==> src/rtl/hazard_scoreboard_if.sv <==
// ---------------------------------------------------------------------------
// hazard_scoreboard_if
//
// Groups the decode-stage hazard signals that pass between the pipeline
// (master) and the load-use hazard unit (slave).
//
// Pipeline -> hazard unit
//   ifid_op1, ifid_op2    source registers of the instruction in IF/ID
//   ifid_use1, ifid_use2  the instruction really reads op1 / op2
//   idex_dst              destination register of the instruction in ID/EX
//   idex_read             the ID/EX instruction is a load
//   idex_valid            ID/EX holds a real instruction (0 = bubble)
//   hold                  external freeze of the whole pipeline
//   flush                 IF/ID is being squashed this cycle
// Hazard unit -> pipeline
//   stall                 hold IF/ID and insert a bubble into ID/EX
//   pcdrive               PC write enable
//   haz_src               {op2 caused stall, op1 caused stall}
//   stall_cnt             saturating count of stalled cycles
//
// Handshake: there is no valid/ready pair. idex_valid qualifies every
// idex_* field, and the ifid_use* bits qualify their operand fields.
// Unqualified fields are don't-care. stall is the only back-pressure signal.
// ---------------------------------------------------------------------------
interface hazard_scoreboard_if #(
    parameter int REG_AW = 4,
    parameter int CNT_W  = 16
);
    logic [REG_AW-1:0] ifid_op1;
    logic [REG_AW-1:0] ifid_op2;
    logic              ifid_use1;
    logic              ifid_use2;
    logic [REG_AW-1:0] idex_dst;
    logic              idex_read;
    logic              idex_valid;
    logic              hold;
    logic              flush;
    logic              stall;
    logic              pcdrive;
    logic [1:0]        haz_src;
    logic [CNT_W-1:0]  stall_cnt;

    modport master (
        output ifid_op1, ifid_op2, ifid_use1, ifid_use2,
        output idex_dst, idex_read, idex_valid, hold, flush,
        input  stall, pcdrive, haz_src, stall_cnt
    );

    modport slave (
        input  ifid_op1, ifid_op2, ifid_use1, ifid_use2,
        input  idex_dst, idex_read, idex_valid, hold, flush,
        output stall, pcdrive, haz_src, stall_cnt
    );
endinterface

==> src/rtl/hazard_scoreboard.sv <==
// ---------------------------------------------------------------------------
// hazard_scoreboard
//
// Load-use hazard unit for the decode stage. Each architectural register
// except r0 has a 3-bit countdown that tracks how many more cycles a
// dependent instruction must wait before load data for that register can be
// forwarded. The instruction in IF/ID stalls while either of its used source
// operands matches one of the following:
//   - a load currently in ID/EX, or
//   - a register whose countdown is still nonzero.
//
// Ports
//   clk  rising-edge clock
//   rst  asynchronous, active-high reset; clears the scoreboard and the
//        counter and forces stall low while it is asserted
//   bus  hazard_scoreboard_if.slave (see the interface for field meanings)
//
// Parameters
//   REG_AW    register-address width (2**REG_AW registers)
//   LOAD_LAT  stall cycles a dependent instruction needs behind a load (1..7)
//   CNT_W     width of the saturating stall-cycle counter
// ---------------------------------------------------------------------------
module hazard_scoreboard #(
    parameter int REG_AW   = 4,
    parameter int LOAD_LAT = 1,
    parameter int CNT_W    = 16
) (
    input  logic                clk,
    input  logic                rst,
    hazard_scoreboard_if.slave  bus
);

    localparam int         NumRegs  = 1 << REG_AW;
    // The cycle the load sits in ID/EX is already covered by the direct
    // idex match. The countdown therefore only has to cover the
    // remaining LOAD_LAT-1 cycles.
    localparam logic [2:0] PendInit = 3'(LOAD_LAT - 1);

    // pend[0] is intentionally absent: r0 never hazards.
    logic [2:0]       pend [1:NumRegs-1];
    logic [CNT_W-1:0] stallCnt;

    logic       loadInEx;
    logic       loadCapture;
    logic [2:0] pend1;
    logic [2:0] pend2;
    logic       hz1;
    logic       hz2;
    logic       stallInt;

    assign loadInEx    = bus.idex_valid & bus.idex_read;
    assign loadCapture = loadInEx & ~bus.hold & (bus.idex_dst != '0);

    // Scoreboard lookup for both operands. Address 0 falls through to 0.
    always_comb begin
        pend1 = '0;
        pend2 = '0;
        for (int r = 1; r < NumRegs; r++) begin
            if (bus.ifid_op1 == REG_AW'(r)) pend1 = pend[r];
            if (bus.ifid_op2 == REG_AW'(r)) pend2 = pend[r];
        end
    end

    // Each operand is evaluated on its own. A zero or unused other operand
    // never masks a hazard.
    always_comb begin
        hz1 = bus.ifid_use1 & (bus.ifid_op1 != '0) &
              ((pend1 != '0) | (loadInEx & (bus.idex_dst == bus.ifid_op1)));
        hz2 = bus.ifid_use2 & (bus.ifid_op2 != '0) &
              ((pend2 != '0) | (loadInEx & (bus.idex_dst == bus.ifid_op2)));
    end

    // rst gates stall combinationally. Asserting reset mid-stall therefore
    // releases the pipeline immediately, without waiting for a clock edge.
    assign stallInt      = (hz1 | hz2) & ~bus.flush & ~rst;
    assign bus.stall     = stallInt;
    assign bus.pcdrive   = ~stallInt & ~bus.hold;
    assign bus.haz_src   = stallInt ? {hz2, hz1} : 2'b00;
    assign bus.stall_cnt = stallCnt;

    // hold freezes every piece of state, including while a stall is shown.
    // A fresh load to a register overrides that register's running count.
    always_ff @(posedge clk or posedge rst) begin
        if (rst) begin
            for (int r = 1; r < NumRegs; r++) pend[r] <= '0;
            stallCnt <= '0;
        end else if (!bus.hold) begin
            for (int r = 1; r < NumRegs; r++) begin
                if (loadCapture && (bus.idex_dst == REG_AW'(r))) begin
                    pend[r] <= PendInit;
                end else if (pend[r] != '0) begin
                    pend[r] <= pend[r] - 3'd1;
                end
            end
            if (stallInt && (stallCnt != {CNT_W{1'b1}})) begin
                stallCnt <= stallCnt + 1'b1;
            end
        end
    end

endmodule

==> src/flat_wrapper.sv <==
// flat-port wrapper written by rule: the top's interface ports become plain ports
module hazard_scoreboard_flat 
#(
    parameter int REG_AW   = 4,
    parameter int LOAD_LAT = 1,
    parameter int CNT_W    = 16
)
  (clk, rst, bus_ifid_op1, bus_ifid_op2, bus_ifid_use1, bus_ifid_use2, bus_idex_dst, bus_idex_read, bus_idex_valid, bus_hold, bus_flush, bus_stall, bus_pcdrive, bus_haz_src, bus_stall_cnt);
  hazard_scoreboard_if #(.REG_AW(REG_AW), .CNT_W(CNT_W)) bus_i ();
  input  logic clk;
  input  logic rst;
  input wire logic [$bits(bus_i.ifid_op1)-1:0] bus_ifid_op1;
  input wire logic [$bits(bus_i.ifid_op2)-1:0] bus_ifid_op2;
  input wire logic [$bits(bus_i.ifid_use1)-1:0] bus_ifid_use1;
  input wire logic [$bits(bus_i.ifid_use2)-1:0] bus_ifid_use2;
  input wire logic [$bits(bus_i.idex_dst)-1:0] bus_idex_dst;
  input wire logic [$bits(bus_i.idex_read)-1:0] bus_idex_read;
  input wire logic [$bits(bus_i.idex_valid)-1:0] bus_idex_valid;
  input wire logic [$bits(bus_i.hold)-1:0] bus_hold;
  input wire logic [$bits(bus_i.flush)-1:0] bus_flush;
  output wire logic [$bits(bus_i.stall)-1:0] bus_stall;
  output wire logic [$bits(bus_i.pcdrive)-1:0] bus_pcdrive;
  output wire logic [$bits(bus_i.haz_src)-1:0] bus_haz_src;
  output wire logic [$bits(bus_i.stall_cnt)-1:0] bus_stall_cnt;
  assign bus_i.ifid_op1 = bus_ifid_op1;
  assign bus_i.ifid_op2 = bus_ifid_op2;
  assign bus_i.ifid_use1 = bus_ifid_use1;
  assign bus_i.ifid_use2 = bus_ifid_use2;
  assign bus_i.idex_dst = bus_idex_dst;
  assign bus_i.idex_read = bus_idex_read;
  assign bus_i.idex_valid = bus_idex_valid;
  assign bus_i.hold = bus_hold;
  assign bus_i.flush = bus_flush;
  assign bus_stall = bus_i.stall;
  assign bus_pcdrive = bus_i.pcdrive;
  assign bus_haz_src = bus_i.haz_src;
  assign bus_stall_cnt = bus_i.stall_cnt;
  hazard_scoreboard #(.REG_AW(REG_AW), .LOAD_LAT(LOAD_LAT), .CNT_W(CNT_W)) u_core (.clk(clk), .rst(rst), .bus(bus_i));
endmodule
==> config.mk <==
export PLATFORM = sky130hd
export DESIGN_NAME = hazard_scoreboard_flat
export DESIGN_NICKNAME = d
export VERILOG_FILES = /design/src/rtl/hazard_scoreboard_if.sv /design/src/rtl/hazard_scoreboard.sv /design/src/flat_wrapper.sv
export SDC_FILE = /design/constraint.sdc
export NUM_CORES = 1
export LEC_CHECK = 0
export ABC_AREA = 1
export CORE_MARGIN = 5
export CORE_UTILIZATION = 55
export CTS_CLUSTER_DIAMETER = 100
export CTS_CLUSTER_SIZE = 30
export DETAILED_ROUTE_END_ITERATION = 10
export PLACE_DENSITY = 0.77
export SYNTH_ARGS = -nofsm -noshare
export SYNTH_HDL_FRONTEND = slang
export SYNTH_SLANG_ARGS = --single-unit
export TNS_END_PERCENT = 50
==> constraint.sdc <==
create_clock -name clk -period 2.9 [get_ports clk]
set_input_delay 0.29 -clock clk [delete_from_list [all_inputs] [get_ports clk]]
set_output_delay 0.29 -clock clk [all_outputs]
set_load 0.05 [all_outputs]
-- Yosys cells after proc, flatten, opt, wreduce, memory -nomap -nowiden
Cells that the tools add are included.
- bitwise logic cells: 19
- multiplexer cells: 61
- reductions and logical operators: 67
- add/subtract/negate cells: 16
- equal/unequal tests: 48
- operator list (cell ; number):
    $mux 3 ; 60
    $eq 4x4->1 const B ; 24
    $reduce_bool 3->1 ; 17
    $eq 4x3->1 const B ; 12
    $sub 3x1->3 const B ; 15
    $reduce_and 2->1 ; 16
    $reduce_bool 2->1 ; 15
    $eq 4x2->1 const B ; 6
    $add 16x1->16 const B ; 1
    $logic_and 1x1->1 ; 16
    $ne 16x16->1 const B ; 1
    $and 1x1->1 ; 12
    $eq 4x1->1 const B ; 3
    $reduce_bool 4->1 ; 3
    $eq 4x4->1 ; 2
    $not 1->1 ; 4
    $or 1x1->1 ; 3
    $mux 2 ; 1
- logic and storage cells: 227
- input bits: 20
- output and inout port bits: 20
- flip-flop bits (word level): 61

-- Longest topological paths before layout
Gate-level depths: netlist (run 1).
- depth in word-level cells: 24
- depth in mapped cells: 21
- depth with buffers taken out: 20

-- Worst setup path before layout (run 1)
No wires, ideal clock.
- path kind: input to output
- start point: in bus_ifid_op1[0]
- end point: out bus_pcdrive
- buffers on the path: 1
- arrival time: 2.214 ns
- stages on the path: 16
- slack: 0.396 ns
- data required time: 2.610 ns
- cell sequence: inv_1 nor2_4 inv_1 nor2_2 nand2_1 nand4_1 nor2_1 nand4_1 nor2_1 nand4_1 nand2_1 nand3_1 nand2_2 nand2_4 buf_6 nor2_1
- cells in the longest elaborated chain, start to end: 24
- elaborated cells between the ends (all ways): 42
- classes of those cells: eq/ne (16); mux (15); bitwise (9); reduce/logical (2)
- ends and longest elaborated chain (item ; line ; RTL):
    start: declaration ; flat_wrapper.sv:12 ; input wire logic [$bits(bus_i.ifid_op1)-1:0] bus_ifid_op1;
    $eq 4x1->1 ; hazard_scoreboard.sv:59 ; if (bus.ifid_op1 == REG_AW'(r)) pend1 = pend[r];
    $mux 3 (15 in a row) ; hazard_scoreboard.sv:59 ;
    $reduce_bool 3->1 ; hazard_scoreboard.sv:68 ; ((pend1 != '0) | (loadInEx & (bus.idex_dst == bus.ifid_op1)));
    $or 1x1->1 ; hazard_scoreboard.sv:68 ;
    $and 1x1->1 (*) ; hazard_scoreboard.sv:67 ; hz1 = bus.ifid_use1 & (bus.ifid_op1 != '0) &
    $or 1x1->1 (*) ; hazard_scoreboard.sv:75 ; assign stallInt = (hz1 | hz2) & ~bus.flush & ~rst;
    $and 1x1->1 (*) (2 in a row) ; hazard_scoreboard.sv:75 ;
    net bus_stall ; flat_wrapper.sv:21 ; output wire logic [$bits(bus_i.stall)-1:0] bus_stall;
    $not 1->1 (*) ; hazard_scoreboard.sv:77 ; assign bus.pcdrive = ~stallInt & ~bus.hold;
    $and 1x1->1 (*) ; hazard_scoreboard.sv:77 ;
    end: declaration ; flat_wrapper.sv:22 ; output wire logic [$bits(bus_i.pcdrive)-1:0] bus_pcdrive;
The timed path passes the listed nets; every way through them passes the cells marked *.

-- Worst setup path in the final report (run 1)
- start point: in bus_ifid_op1[0]
- end point: out bus_stall
- cells in the longest elaborated chain, start to end: 22
- elaborated cells between the ends (all ways): 40
- classes of those cells: eq/ne (16); mux (15); bitwise (7); reduce/logical (2)
- ends and longest elaborated chain (item ; line):
    $eq 4x1->1 ; hazard_scoreboard.sv:59
    $mux 3 (15 in a row) ; hazard_scoreboard.sv:59
    $reduce_bool 3->1 ; hazard_scoreboard.sv:68
    $or 1x1->1 ; hazard_scoreboard.sv:68
    $and 1x1->1 (*) ; hazard_scoreboard.sv:67
    $or 1x1->1 (*) ; hazard_scoreboard.sv:75
    $and 1x1->1 (*) (2 in a row) ; hazard_scoreboard.sv:75
    end: declaration ; flat_wrapper.sv:21
Mark *: on every way between the ends. The rest lies on a longest branch, timed or not.

==> summary.md, run 1 <==
| Metric | Value |
|---|---|
| Initial drt markers | around 240 |
| Total track usage | 24.71% |
| Initial Util | between 50 and 60% |
| Sw frac | ~41% |
| Synth top cells by count | nand2_1, inv_1, dfrtp_1, nand3_1, nor2_1 |
| Synth async-reset ratio | 100.0% |
| Synth Cell Area | 4269 um2 |
| GP Congestion | between 1 and 1.5 |
| Post-placement setup slack | -124.7 ps |
| Critical path type | input port to output pin |
| Worst reg2reg path startpoint | u_core.bus.stall_cnt[0] |
| #FFs+latches synth | 61 |
| DRT Pass-1 Iters | 6 |
| Wirelength per Cell | between 15 and 20 um |
| Clock transition at path regs | around 80 ps |
| Core Util, Final | between 60% and 70% |
| Crit path setup slack, layout | between 150 and 200 ps |
| Clk buf depth | 2 |
| Sequential share of the synthesized area | between 30 and 40% |
| Syn nets | ~640 |
| Clock share of power | around 22% |
| Startpoint types | input port |
| Syn Inst Count | a little under 600 |
| GR Layer Usage met3 | 4.357% |
| CTS Hold Buffers Added | 0 |
| Post-synth EDFFs | 0 |
| RSZ-0062 raised after global routing | no |
| Clk sinks | just over 60 |
| Int Pwr | 2.396 mW |
| Most used DFF post-synth | dfrtp_1 |
| Final hold vios | 0 |
| Max Slew Vio Count | 0 |
| Num CTS Buffers | 9 |
| Largest net degree at the start of global routing | 34 |
| Final Cycle Share | a little over nine tenths |
| Most instantiated library cell after synthesis | nand2_1 |
| CTS tree | built |
| Relative slew slack | a little under three fifths |
| Max frequency | roughly 370 MHz |
| Multi-input logic area | 2360 um2 |
| Total number of vias | 4205 |
| Die span in x | 98.10 um |
| Register Area | between 1500 and 2000 um2 |
| Antenna Nets Post-Route | 0 |
| Worst-path fanout max | 18 |
| Max VDD drop | around 0.56 mV |
| Synth cell types | 36 |
| Most used routing layer | met2 |
| P_leak | roughly 2.5 nW |
| Comb power frac | 42.8% |
| Data arrival, critical path | between 2000 and 2500 ps |
| Antenna Cells | 0 |
| Slew @ Worst Pin | about 640 ps |
| CTS H-tree depth | 3 |
| IO Count | 40 |
| Share of layout cells above drive strength 1 | about 8.4% |
| Die H | 98.10 um |
| Post-layout min period | ~2700 ps |
| R2r setup slk | approximately 500 ps |
| Vias in the first global route | 4062 |
| NetSw | roughly 1.7 mW |
| Share of the synthesized area in the top cell type | 35.76% |
| Final #Nets | 690 |
| First-pass GRT wire length | about 19 mm |
| Worst clock skew | between 7 and 8 ps |
| FP Rows | 32 |
| Area after DPL | 4872 um2 |
| Vias per cell | 5.637 |
| Inst Count DP | 730 |
| Final Setup Violations | 0 |
| Status | finished clean |
| Fillers | approximately 670 |
| Synth Area per Inst | approximately 7.3 um2 |
| Global routing usage on met2 | about two fifths |
| Synth warnings | 0 |
| Die Area | approximately 9600 um2 |
| Flop pwr share | between 30% and 40% |
| Initial antenna violation count | 0 |
| Area Overhead vs Synth | 19.87% |
| Critical path required time | about 2600 ps |
| Hold Worst Slack | 374.1 ps |
| PD cells | between 700 and 800 nW/um2 |
| Max Cap Viol | 0 |
| Final std cells w/o fill | approximately 750 |
| Worst reg2reg path depth | 12 |
| Worst Hold Class | input port to asynchronous set/reset pin |
| Core Box Area | 7647 um2 |
| Worst-skew pair later-pin latency | between 300 and 400 ps |
| Clk root buf | clkbuf_8 |
| Total grt overflow | 0 |
| Post-DP HPWL | between 8 and 9 mm |
| Total Wirelength | between 10 and 15 mm |
| Reg2reg end | u_core.bus.stall_cnt[15] |
| Top cell type by total area after synthesis | dfrtp_1 |
| Cell area after layout | around 5100 um2 |
| Number of port buffers | 39 |
| # DRC | 0 |
| Routing usage on met1 | roughly a third |
| Area contributors post-synth | dfrtp_1, nand2_1, ha_1 |
| Worst Setup End Kind | output pin |
cell families after synthesis:
group	Yosys count	synth area share, %
XOR/XNOR	8	1.641
adder cells (fa/ha/maj)	31	9.086
buffers and inverters	101	9.379
AO/OA/AOI/OAI	81	10.67
flip-flops	61	35.76
AND/OR/NAND/NOR	305	33.47
layout by cell type, fill, tap and decap left out, types with 2 or more instances in the layout:
cell,instances
clkdlybuf4s50_1,29
xor2_1,5
nand3_2,2
a311oi_1,2
nand2_1,124
o21ai_0,46
nand3_1,57
a41oi_1,3
buf_4,7
a21oi_1,19
clkbuf_8,9
nor2_1,51
nand4_1,12
nor2_4,2
nand2_2,7
nor3_1,10
xnor2_1,3
ha_1,31
nor2_2,8
o2111ai_1,2
a31oi_1,2
inv_1,90
nand3b_1,30
bufinv_16,2
dfrtp_1,61
buf_12,6
clkinv_4,2
dlymetal6s2s_1,4
inv_2,4
metrics by stage:
stage | power [mW] | TNS (ps)
6_report | 4.059 | 0
5_1_grt | 4.409 | 0
4_1_cts | 4.078 | 0
3_5_place_dp | 3.186 | -483.0
3_3_place_gp | 3.044 | -347.1
2_1_floorplan | 2.617 | 0
critical path, stage by stage:
cell and delay (ps):
clkdlybuf4s50_1 580, inv_1 150, nor2_4 170, inv_1 90, nor2_2 120, nand2_1 70
nand4_1 100, nand2_1 60, nand4_1 70, nor2_1 40, nand4_1 80, nand2_1 60
nand3_1 80, nand2_2 90, nand2_4 90, buf_12 150, buf_12 140
area by class of cell:
type	instances	share of cell area, %
multi-input cells	425	46.11
clock buffers	9	2.421
repair buffers	48	10.32
inverters	94	6.895
flip-flops and latches	61	29.83
clock inverters	7	1.932
well taps	102	2.494
power groups by stage:
stage          Clock [mW]  Combinational (mW)  Sequential (mW)
4_1_cts             0.890                1.75             1.44
3_3_place_gp            0                1.60             1.45
2_1_floorplan           0                1.19             1.43
3_5_place_dp            0                1.74             1.45
5_1_grt             0.923                2.02             1.47
6_report            0.873                1.74             1.45
sequential cells by signal (all words and copies together), names as in the netlist:
name / count
u_core.pend: 45
u_core.bus.stall_cnt: 16
repair_timing:
item                                    CTS  global route
resized for setup                         4            13
endpoints found under the setup margin    2             3
pin swaps                                 0             0
buffers inserted                          0             0
how the worst max path moves through the flow:
stage,start,end,slack [ps],depth (start not counted)
after floorplan,bus_ifid_op1[0],bus_pcdrive,400,16
after global placement,bus_ifid_op2[0],bus_pcdrive,-120,20
after detailed placement,bus_ifid_op2[0],bus_pcdrive,-120,20
after CTS,bus_ifid_op2[3],bus_stall,20,20
after global routing,bus_ifid_op1[0],bus_stall,5,17
final,bus_ifid_op1[0],bus_stall,170,17
layer usage:
layer | vias to the layer above | share of wire (%)
li1 | 2046 | -
met4 | 0 | 2.1
met3 | 20 | 7.1
met5 | - | 0
met1 | 1978 | 44
met2 | 161 | 47
No activity file was read; power rests on OpenSTA's default activity.
==> inputs of run 2 (changes only) <==
TNS_END_PERCENT = not set   (was 50)
clock period = 2.6 ns   (was 2.9 ns; I/O delays follow)
==> summary.md, run 2 (synthesis gave the netlist of run 1 again) <==
| Metric | Value |
|---|---|
| Status | finished clean |
| PD cells | 862.8 nW/um2 (+8.8%) |
| Setup Total Neg Slack | 0 ps (unchanged) |
| Startpoint types | input port |
| Number of flip-flops in the largest register | 45 (unchanged) |
| Worst-skew pair later-pin latency | 360 ps (about the same) |
| Reg2reg end | u_core.bus.stall_cnt[8] |
| Share of layout cells above drive strength 1 | 12.52% (+4.1 points) |
| IO Count | 40 (unchanged) |
| Slowest stage delay, CP | 290 ps (-290 ps) |
| Delay-heaviest family, CP | simple AND/OR/NAND/NOR gates |
| Vias in the first global route | 4320 (+6.4%) |
| CTS Hold Buffers Added | 0 (unchanged) |
| Final Setup Violations | 0 (unchanged) |
| Post-DP HPWL | 9.625 mm (+7.7%) |
| CP Depth | 20 (+3) |
| R2r setup slk | 280 ps (-210 ps) |
| Post-placement setup slack | -317.2 ps (-192.5 ps) |
| First-pass GRT wire length | 20.56 mm (+7.2%) |
| Antenna Cells | 0 (unchanged) |
| Total track usage | 26.50% (+1.8 points) |
| Crit path setup slack, layout | 45.78 ps (-120.7 ps) |
| Die Area | 9624 um2 (unchanged) |
| Die H | 98.10 um (unchanged) |
| Worst Setup End Kind | output pin |
| Core Box Area | 7647 um2 (unchanged) |
| Commonest non-fill, non-tap cell in the layout | nand2_1 |
| Slew @ Worst Pin | 674.0 ps (+33.20 ps) |
| Critical path type | input port to output pin |
| Wirelength per Cell | 15.71 um (+1.2%) |
| Initial Util | 55.82% (unchanged) |
| P_leak | 2.583 nW (+4.4%) |
| Num CTS Buffers | 9 (unchanged) |
| Worst clock skew | 10.27 ps (+2.498 ps) |
| DRT Pass-1 Iters | 5 (-1) |
| Clock transition at path regs | 70 ps (about the same) |
| FP Rows | 32 (unchanged) |
| RSZ-0062 raised after global routing | yes |
| Area after DPL | 5075 um2 (+4.2%) |
| CTS tree | built |
| Clk root buf | clkbuf_8 |
| Max Slew Vio Count | 0 (unchanged) |
| Final Cycle Share | a little over nine tenths |
| Largest net degree at the start of global routing | 33 (-2.9%) |
| Post-layout min period | between 2000 and 3000 ps |
| Critical path required time | 2340 ps (-270 ps) |
| Initial antenna violation count | 0 (unchanged) |
| Worst reg2reg path depth | 12 (unchanged) |
| Die span in x | 98.10 um (unchanged) |
| Most frequent cells in the layout | nand2_1, inv_1, dfrtp_1 |
| Cell area after layout | 5315 um2 (+3.9%) |
| Clk sinks | 61 (unchanged) |
| Worst Hold Class | input port to asynchronous set/reset pin |
| Total power | 4.586 mW (+13%) |
| Max VDD drop | 0.5580 mV (-0.77%) |
| Area Overhead vs Synth | 24.50% |
| Critical Path End | bus_stall |
| Total number of vias | 4351 (+3.5%) |
| Slowest stage cell, crit path | clkdlybuf4s15_2 |
| Max frequency | around 400 MHz |
| Fillers | 634 (-5.2%) |
| Relative slew slack | 55.00% (-2.2 points) |
| Biggest register | u_core.pend |
| GP Congestion | 1.045 (+2.9%) |
| # DRC | 0 (unchanged) |
| Worst reg2reg path startpoint | u_core.bus.stall_cnt[0] |
| Max Cap Viol | 0 (unchanged) |
| Worst path bufs/invs | 4 (-1) |
| Initial drt markers | 330 (+35%) |
| Setup Fix Bufs, Post-CTS | 0 (unchanged) |
| CP most frequent cell | nand2_1 |
| CP cell instances | clkdlybuf4s15_2, inv_2, nand2_2, nor2_1, nand2_1, nand3_1, nor2_2, nand4_1, nor2_1, nand2_1, nand2_1, nand2_1, nand2_1, nand2_1, nand2_1, nand3_2, nand2_2, nand2_4, buf_4, buf_12 |
| Number of port buffers | 39 (unchanged) |
| Total grt overflow | 0 (unchanged) |
| Total Wirelength | 12.14 mm (+4.9%) |
| Final hold vios | 0 (unchanged) |
| Antenna Nets Post-Route | 0 (unchanged) |
| Data arrival, critical path | 2290 ps (-150 ps) |
| CTS H-tree depth | 3 (unchanged) |
| Setup crit start | bus_ifid_op2[1] |
| Worst-path fanout max | 6 (-12) |
| Clk buf depth | 2 (unchanged) |
| Vias per cell | 5.629 (-0.14%) |
| Final #Nets | 717 (+3.9%) |
run 2: changes by cell type in the layout (fill, tap and decap cells not counted), sizes merged:
cell / previous run / this run
dlygate4sd2: 0 / 4
buf: 13 / 40
dlymetal6s2s: 4 / 0
clkbuf: 10 / 13
clkdlybuf4s50: 29 / 27
inv: 95 / 94
run 2: stage by stage:
step / utilization [%] / hold WS (ps) / cells
after floorplan: - / 518.9 / 587
after global routing: 69.50 / 434.9 / 773
after global placement: 66.36 / 479.8 / 757
after CTS: 69.44 / 400.5 / 773
after detailed placement: 66.36 / 490.6 / 757
final: 69.50 / 382.2 / 773
run 2: where the power goes:
group / internal, mW / switching, mW
clock: 0.564 / 0.415
combinational: 0.834 / 1.17
sequential: 1.33 / 0.268
total: 2.73 / 1.86
run 2: worst min path at each step:
stage,cells past startpoint,end,slack (ps),from
after detailed placement,2,u_core.bus.stall_cnt[9],490,u_core.bus.stall_cnt[9]
after global routing,2,u_core.pend[6],430,rst
after CTS,2,u_core.bus.stall_cnt[3],400,rst
final,2,u_core.bus.stall_cnt[3],380,rst
after floorplan,2,u_core.pend[5],520,u_core.pend[5]
after global placement,2,u_core.bus.stall_cnt[9],480,u_core.bus.stall_cnt[9]
run 2: per-layer routing:
| metal | routed length [um] | GRT usage (%) | vias to the layer above |
|---|---|---|---|
| li1 | - | - | 2097 |
| met1 | 5081 | 32.50 | 2052 |
| met2 | 5841 | 45.45 | 159 |
| met3 | 778 | 4.929 | 43 |
| met4 | 442 | 11.50 | 0 |
| met5 | 0 | 0 | - |
run 2: final cells by class:
type | count | area [um2] | share of cell area (%)
timing repair buffer | 75 | 706.9 | 13.30
inverter | 94 | 352.8 | 6.638
tap | 102 | 127.6 | 2.401
clock buffer | 10 | 137.6 | 2.589
clock inverter | 6 | 86.33 | 1.624
sequential | 61 | 1526 | 28.72
multi-input combinational | 425 | 2377 | 44.73
run 2: what timing repair did:
action	in CTS	in global routing
pin swaps	1	1
endpoints found under the setup margin	4	10
gates resized for setup	17	9
run 2: worst register-to-register path, stage by stage (launching register included):
cell and delay (ps):
dfrtp_1 430, ha_1 170, inv_1 50, nor3_1 300, nand2_1 80, nor2_1 150
nand4_1 150, inv_1 110, a41oi_2 210, inv_1 290, nor2_1 100, nand3_1 110
nand2_1 60
